## src/rtl/edge_pipe_buffer_if.sv

```systemverilog
// Handshake bundle for edge_pipe_buffer: producer side, consumer side and occupancy.
interface edge_pipe_buffer_if #(
  parameter int WIDTH = 32,
  parameter int DEPTH = 2
);
  localparam int CW = $clog2(DEPTH + 1);

  logic             in_valid;
  logic             in_ready;
  logic [WIDTH-1:0] in_data;
  logic             out_valid;
  logic             out_ready;
  logic [WIDTH-1:0] out_data;
  logic [CW-1:0]    count;

  modport master (
    output in_valid, in_data, out_ready,
    input  in_ready, out_valid, out_data, count
  );

  modport slave (
    input  in_valid, in_data, out_ready,
    output in_ready, out_valid, out_data, count
  );
endinterface

```

## src/rtl/edge_pipe_buffer.sv

```systemverilog
// In-order elastic buffer of DEPTH words; 1 active-edge latency; in_ready depends on held count only.
// All state moves on the edge chosen by NEGEDGE so it can decouple stages running on opposite edges.
module edge_pipe_buffer #(
  parameter int               WIDTH     = 32,
  parameter int               DEPTH     = 2,
  parameter bit               NEGEDGE   = 1'b1,
  parameter logic [WIDTH-1:0] RESET_VAL = '0
) (
  input logic               clk,
  input logic               rst,
  input logic               flush,
  edge_pipe_buffer_if.slave bus
);
  localparam int              CW   = $clog2(DEPTH + 1);
  localparam int              PW   = (DEPTH > 1) ? $clog2(DEPTH) : 1;
  localparam logic [PW-1:0]   LAST = PW'(DEPTH - 1);

  logic             ae_clk;
  logic [WIDTH-1:0] mem_q [DEPTH];
  logic [PW-1:0]    rd_ptr_q, rd_ptr_d;
  logic [PW-1:0]    wr_ptr_q, wr_ptr_d;
  logic [CW-1:0]    count_q, count_d;
  logic             push, pop;

  // NEGEDGE is a constant, so this is either a plain wire or a single clock inverter.
  assign ae_clk = NEGEDGE ? ~clk : clk;

  assign bus.in_ready  = (count_q < CW'(DEPTH));
  assign bus.out_valid = (count_q != '0);
  assign bus.out_data  = bus.out_valid ? mem_q[rd_ptr_q] : RESET_VAL;
  assign bus.count     = count_q;

  assign push = bus.in_valid & bus.in_ready;
  assign pop  = bus.out_valid & bus.out_ready;

  function automatic logic [PW-1:0] next_ptr(input logic [PW-1:0] p);
    return (p == LAST) ? '0 : p + PW'(1);
  endfunction

  always_comb begin
    rd_ptr_d = rd_ptr_q;
    wr_ptr_d = wr_ptr_q;
    count_d  = count_q;
    if (flush) begin
      rd_ptr_d = '0;
      wr_ptr_d = '0;
      count_d  = '0;
    end else begin
      if (push) wr_ptr_d = next_ptr(wr_ptr_q);
      if (pop)  rd_ptr_d = next_ptr(rd_ptr_q);
      if (push && !pop)      count_d = count_q + CW'(1);
      else if (pop && !push) count_d = count_q - CW'(1);
    end
  end

  always_ff @(posedge ae_clk) begin
    if (rst) begin
      rd_ptr_q <= '0;
      wr_ptr_q <= '0;
      count_q  <= '0;
      for (int i = 0; i < DEPTH; i++) mem_q[i] <= RESET_VAL;
    end else begin
      rd_ptr_q <= rd_ptr_d;
      wr_ptr_q <= wr_ptr_d;
      count_q  <= count_d;
      // Flushed entries keep stale data; the output mux hides them while empty.
      if (push && !flush) mem_q[wr_ptr_q] <= bus.in_data;
    end
  end
endmodule

```

## src/flat_wrapper.sv

```systemverilog
// flat-port wrapper written by rule: the top's interface ports become plain ports
module edge_pipe_buffer_flat 
#(
  parameter int               WIDTH     = 32,
  parameter int               DEPTH     = 2,
  parameter bit               NEGEDGE   = 1'b1,
  parameter logic [WIDTH-1:0] RESET_VAL = '0
)
  (clk, rst, flush, bus_in_valid, bus_in_data, bus_out_ready, bus_in_ready, bus_out_valid, bus_out_data, bus_count);
  edge_pipe_buffer_if #(.WIDTH(WIDTH), .DEPTH(DEPTH)) bus_i ();
  input logic clk;
  input logic rst;
  input logic flush;
  input wire logic [$bits(bus_i.in_valid)-1:0] bus_in_valid;
  input wire logic [$bits(bus_i.in_data)-1:0] bus_in_data;
  input wire logic [$bits(bus_i.out_ready)-1:0] bus_out_ready;
  output wire logic [$bits(bus_i.in_ready)-1:0] bus_in_ready;
  output wire logic [$bits(bus_i.out_valid)-1:0] bus_out_valid;
  output wire logic [$bits(bus_i.out_data)-1:0] bus_out_data;
  output wire logic [$bits(bus_i.count)-1:0] bus_count;
  assign bus_i.in_valid = bus_in_valid;
  assign bus_i.in_data = bus_in_data;
  assign bus_i.out_ready = bus_out_ready;
  assign bus_in_ready = bus_i.in_ready;
  assign bus_out_valid = bus_i.out_valid;
  assign bus_out_data = bus_i.out_data;
  assign bus_count = bus_i.count;
  edge_pipe_buffer #(.WIDTH(WIDTH), .DEPTH(DEPTH), .NEGEDGE(NEGEDGE), .RESET_VAL(RESET_VAL)) u_core (.clk(clk), .rst(rst), .flush(flush), .bus(bus_i));
endmodule
```

## config.mk

```make
export PLATFORM = sky130hd
export DESIGN_NAME = edge_pipe_buffer_flat
export DESIGN_NICKNAME = d
export VERILOG_FILES = /design/src/rtl/edge_pipe_buffer_if.sv /design/src/rtl/edge_pipe_buffer.sv /design/src/flat_wrapper.sv
export SDC_FILE = /design/constraint.sdc
export NUM_CORES = 1
export LEC_CHECK = 0
export CORE_ASPECT_RATIO = 1.1
export CORE_MARGIN = 1
export CORE_UTILIZATION = 45
export CTS_CLUSTER_DIAMETER = 30
export CTS_CLUSTER_SIZE = 12
export DETAILED_ROUTE_END_ITERATION = 6
export GPL_ROUTABILITY_DRIVEN = 0
export PLACE_DENSITY = 0.76
export SLEW_MARGIN = 20
export SYNTH_ARGS = -nofsm -noshare
export SYNTH_HDL_FRONTEND = slang
export SYNTH_SLANG_ARGS = --single-unit
```

## constraint.sdc

```tcl
create_clock -name clk -period 1.5 [get_ports clk]
set_input_delay 0.3 -clock clk [delete_from_list [all_inputs] [get_ports clk]]
set_output_delay 0.3 -clock clk [all_outputs]
set_load 0.01 [all_outputs]
```

### Word-level counts from Yosys, hierarchy flattened

Memory sizes are Yosys's and may differ from the RTL's. A register that Yosys moved wholly into a read port is not among the register bits.
Cells that the tools add are included.

| word-level totals | value |
|---|---|
| flip-flop bits (word level) | 4 |
| RAM bits | 64 |
| output and inout port bits | 36 |
| logic and storage cells | 36 |
| memories | 1 |

| cells by class | value |
|---|---|
| $add $sub $neg | 4 |
| $lt $le $gt $ge | 1 |
| muxes and demuxes | 15 |
| bitwise logic cells | 2 |
| reductions and logical operators | 10 |

Memories:

| memory | words | width | rd ports | clocked after Yosys merged registers in | write ports | line | text |
|---|---|---|---|---|---|---|---|
| u_core.mem_q | 2 | 32 | 1 | 1 | 2 | edge_pipe_buffer.sv:19 | `logic [WIDTH-1:0] mem_q [DEPTH];` |

Operators by type and width:

| operator | count |
|---|---|
| $mux W32 | 2 |
| $reduce_or A32 Y1 | 1 |
| $mux W1 | 11 |
| $mux W2 | 2 |
| $reduce_bool A2 Y1 | 2 |
| $logic_and A1 B1 Y1 | 3 |
| $logic_not A1 Y1 | 3 |
| $add A1 B1 Y1 const B | 2 |
| $add A2 B1 Y2 const B | 1 |
| $and A1 B1 Y1 | 2 |
| $lt A2 B2 Y1 const B | 1 |
| $reduce_or A2 Y1 | 1 |
| $sub A2 B1 Y2 const B | 1 |

### Logic depth before layout (Yosys ltp)

| depth | value |
|---|---|
| word-level depth | 8 |
| gate-level depth with buffers | 6 |

==> qor.csv <==
metric,value,unit
die_h,89.4,um
final_area,5960,um2
final_hold_viol_count,0,
ir_drop,0.872,mV
syn_avg_cell_area,11.5,um2
cts_sinks,69,
maxSlewHeadroom,74.3,%
power-per-cell-area,1040,nW/um2
synth-seq-cells,69,
clk_latency,450,ps
finalSetupViolCount,166,
drt_iter0_drc,358,
end_kind,output port,
die_width,81.4,um
path_cells,buf_12 -> buf_8 -> mux2i_4 -> nor2_1 -> buf_2,
drive_gt1_share,49.5,%
worst_slack,-1110,ps
fin_util,89.9,%
drc,0,
power_frac_clock,42.4,%
ys_seq_area_share,64.8,%
core,6630,um2
grt_max_degree,32,
syn2layout_area_growth,90.9,%
synth.distinct_cells,22,
clk_path_buf_depth,2,
synth_nets,309,
routed_wl,14.2,mm
cts_made_buffers,9,
antenna_cells,0,
final_common_cell,inv_1,
grt_pass1_vias,3340,
cp_top_family,buffers and inverters,
cts_tree,yes,
nFillCells,255,
ioPinCount,73,
nets,512,
leakage,2.54,nW
cts-htree-levels,3,
p_switching,0.00235,W
place_ws,-1130,ps
tns,-64350,ps
cp_max_fo,6,
start_util,47.1,%
viasPerCell,5.78,
worst_clock_skew,66.7,ps
switching_share,37.8,%
grt-ovfl-total,0,
worstPathRequired,1200,ps
drv_slew,0,
cts_root_buf,clkbuf_8,
hold_buffers,0,
path_buf_inv,3,
clk_pin_slew,30,ps
power.internal,0.00387,W
final_cell_mix,"inv_1, edfxtp_1, nor2_4",
violations,setup timing,
firstDrtPassIters,5,
place_hpwl,4.55,mm
max_stage_delay,390,ps
dr_total_vias,3245,
routedWlPerCell,25.3,um
rsz0062_at_grt,true,
status,finished with violations,
critPathLaunchType,flop,
place_area,4190,um2
syn_area,3120,um2
rows,31,
syn_inst,271,
ant_nets,0,
slowest_stage,dfxtp_4,
ys.warnings.count,0,
tightest_slew,386,ps
maxCapViolations,0,
holdCritPathClass,reg -> reg,
die-area,7270,um2
critical_path_class,reg -> out,
grtUsageTotal,35.0,%
antenna_found_initial,0,
port_buffers,72,
seqPwrFrac,37.0,%
worstPathArrival,2310,ps
grt_pass1_wl,17.6,mm
comb_power_share,20.6,%
cell usage after synthesis:
library cell  number  area, um2
nor2b_1            1       6.26
nor2_1            97        364
edfxtp_1          64       1920
nor3_1             4       20.0
ha_1               1       12.5
xnor2_1            1       8.76
nand3_1            1       5.00
a31o_2             2       17.5
nand3_2            2       20.0
xor2_1             3       26.3
dfxtp_1            5        100
nand2_1           31        116
clkbuf_1           1       3.75
inv_1              5       18.8
o21ai_0            2       10.0
nor2_4             1       11.3
mux2i_1           32        320
or3_1              1       6.26
buf_2              7       35.0
a21boi_1           1       7.51
buf_4              3       22.5
buf_6              6       67.6
power groups by stage:
stage	Sequential, W	Combinational [W]	Clock, W
detailed placement	0.00229	0.000734	0.000278
global route	0.00230	0.00132	0.00283
finish	0.00230	0.00128	0.00264
global placement	0.00229	0.000719	0.000278
floorplan	0.00229	0.000351	0.000278
CTS	0.00227	0.00105	0.00225
timing repair:
| action | CTS | global route |
|---|---|---|
| resized for setup | 288 | 131 |
| setup endpoints to repair | 169 | 169 |
| setup buffers | 27 | 18 |
| endpoints found under the hold margin | 0 | 0 |
| cloned | 15 | 1 |
| pin swaps | 14 | 19 |
path summary, 6_finish.rpt:
check | cells after the start | to | from | slack (ps)
setup / recovery | 5 | bus_out_data[11] | flop | -1110
hold / removal | 2 | flop | u_core.rd_ptr_q | 620
setup reg to reg | 6 | u_core.bus.count[1] | u_core.bus.count[0] | -190
hold reg to reg | 2 | flop | u_core.rd_ptr_q | 620
state kept, by name, summed over array words and instances (netlist names), named ones only:
signal	flops
u_core.bus.count	2
u_core.mem_q	64
u_core.rd_ptr_q	1
u_core.wr_ptr_q	1
per-stage QoR:
step / hold WS [ps] / total power (W) / instances
finish: 619 / 0.00622 / 561
detailed placement: 563 / 0.00331 / 434
global route: 649 / 0.00645 / 561
CTS: 590 / 0.00557 / 559
floorplan: 520 / 0.00292 / 271
global placement: 554 / 0.00329 / 434
tightest hold or removal path, stage by stage, from the launching register on:
cell and delay, ps:
dfxtp_1 320, xor2_2 200, nor3_2 60
cell type report:
type	instances	area, um2	share of cell area, %
Inverter	4	20.0	0.336
Tap cell	82	103	1.72
Timing Repair Buffer	141	1680	28.2
Multi-Input combinational cell	180	1680	28.2
Clock inverter	76	323	5.42
Sequential cell	69	2030	34.1
Clock buffer	9	124	2.08
metal layers:
metal / global-route usage, % / vias to the layer above / wire [um]
met5: 0 / - / 0
met3: 12.4 / 73 / 1330
met4: 21.1 / 0 / 734
met2: 60.0 / 289 / 7220
met1: 36.8 / 1551 / 4920
li1: - / 1332 / -
kinds of logic (layout without fill, tap and decap cells):
kind of cell | count (synthesis) | in the layout | share of synthesized area [%]
AND/OR/NAND/NOR | 138 | 138 | 17.6
flip-flops | 69 | 69 | 64.8
multiplexers | 32 | 32 | 10.3
buffers and inverters | 22 | 230 | 4.73
AO/OA/AOI/OAI | 5 | 5 | 1.12
XOR/XNOR | 4 | 4 | 1.12
adder cells (fa/ha/maj) | 1 | 1 | 0.401
Power figures use the tool's default switching activity.
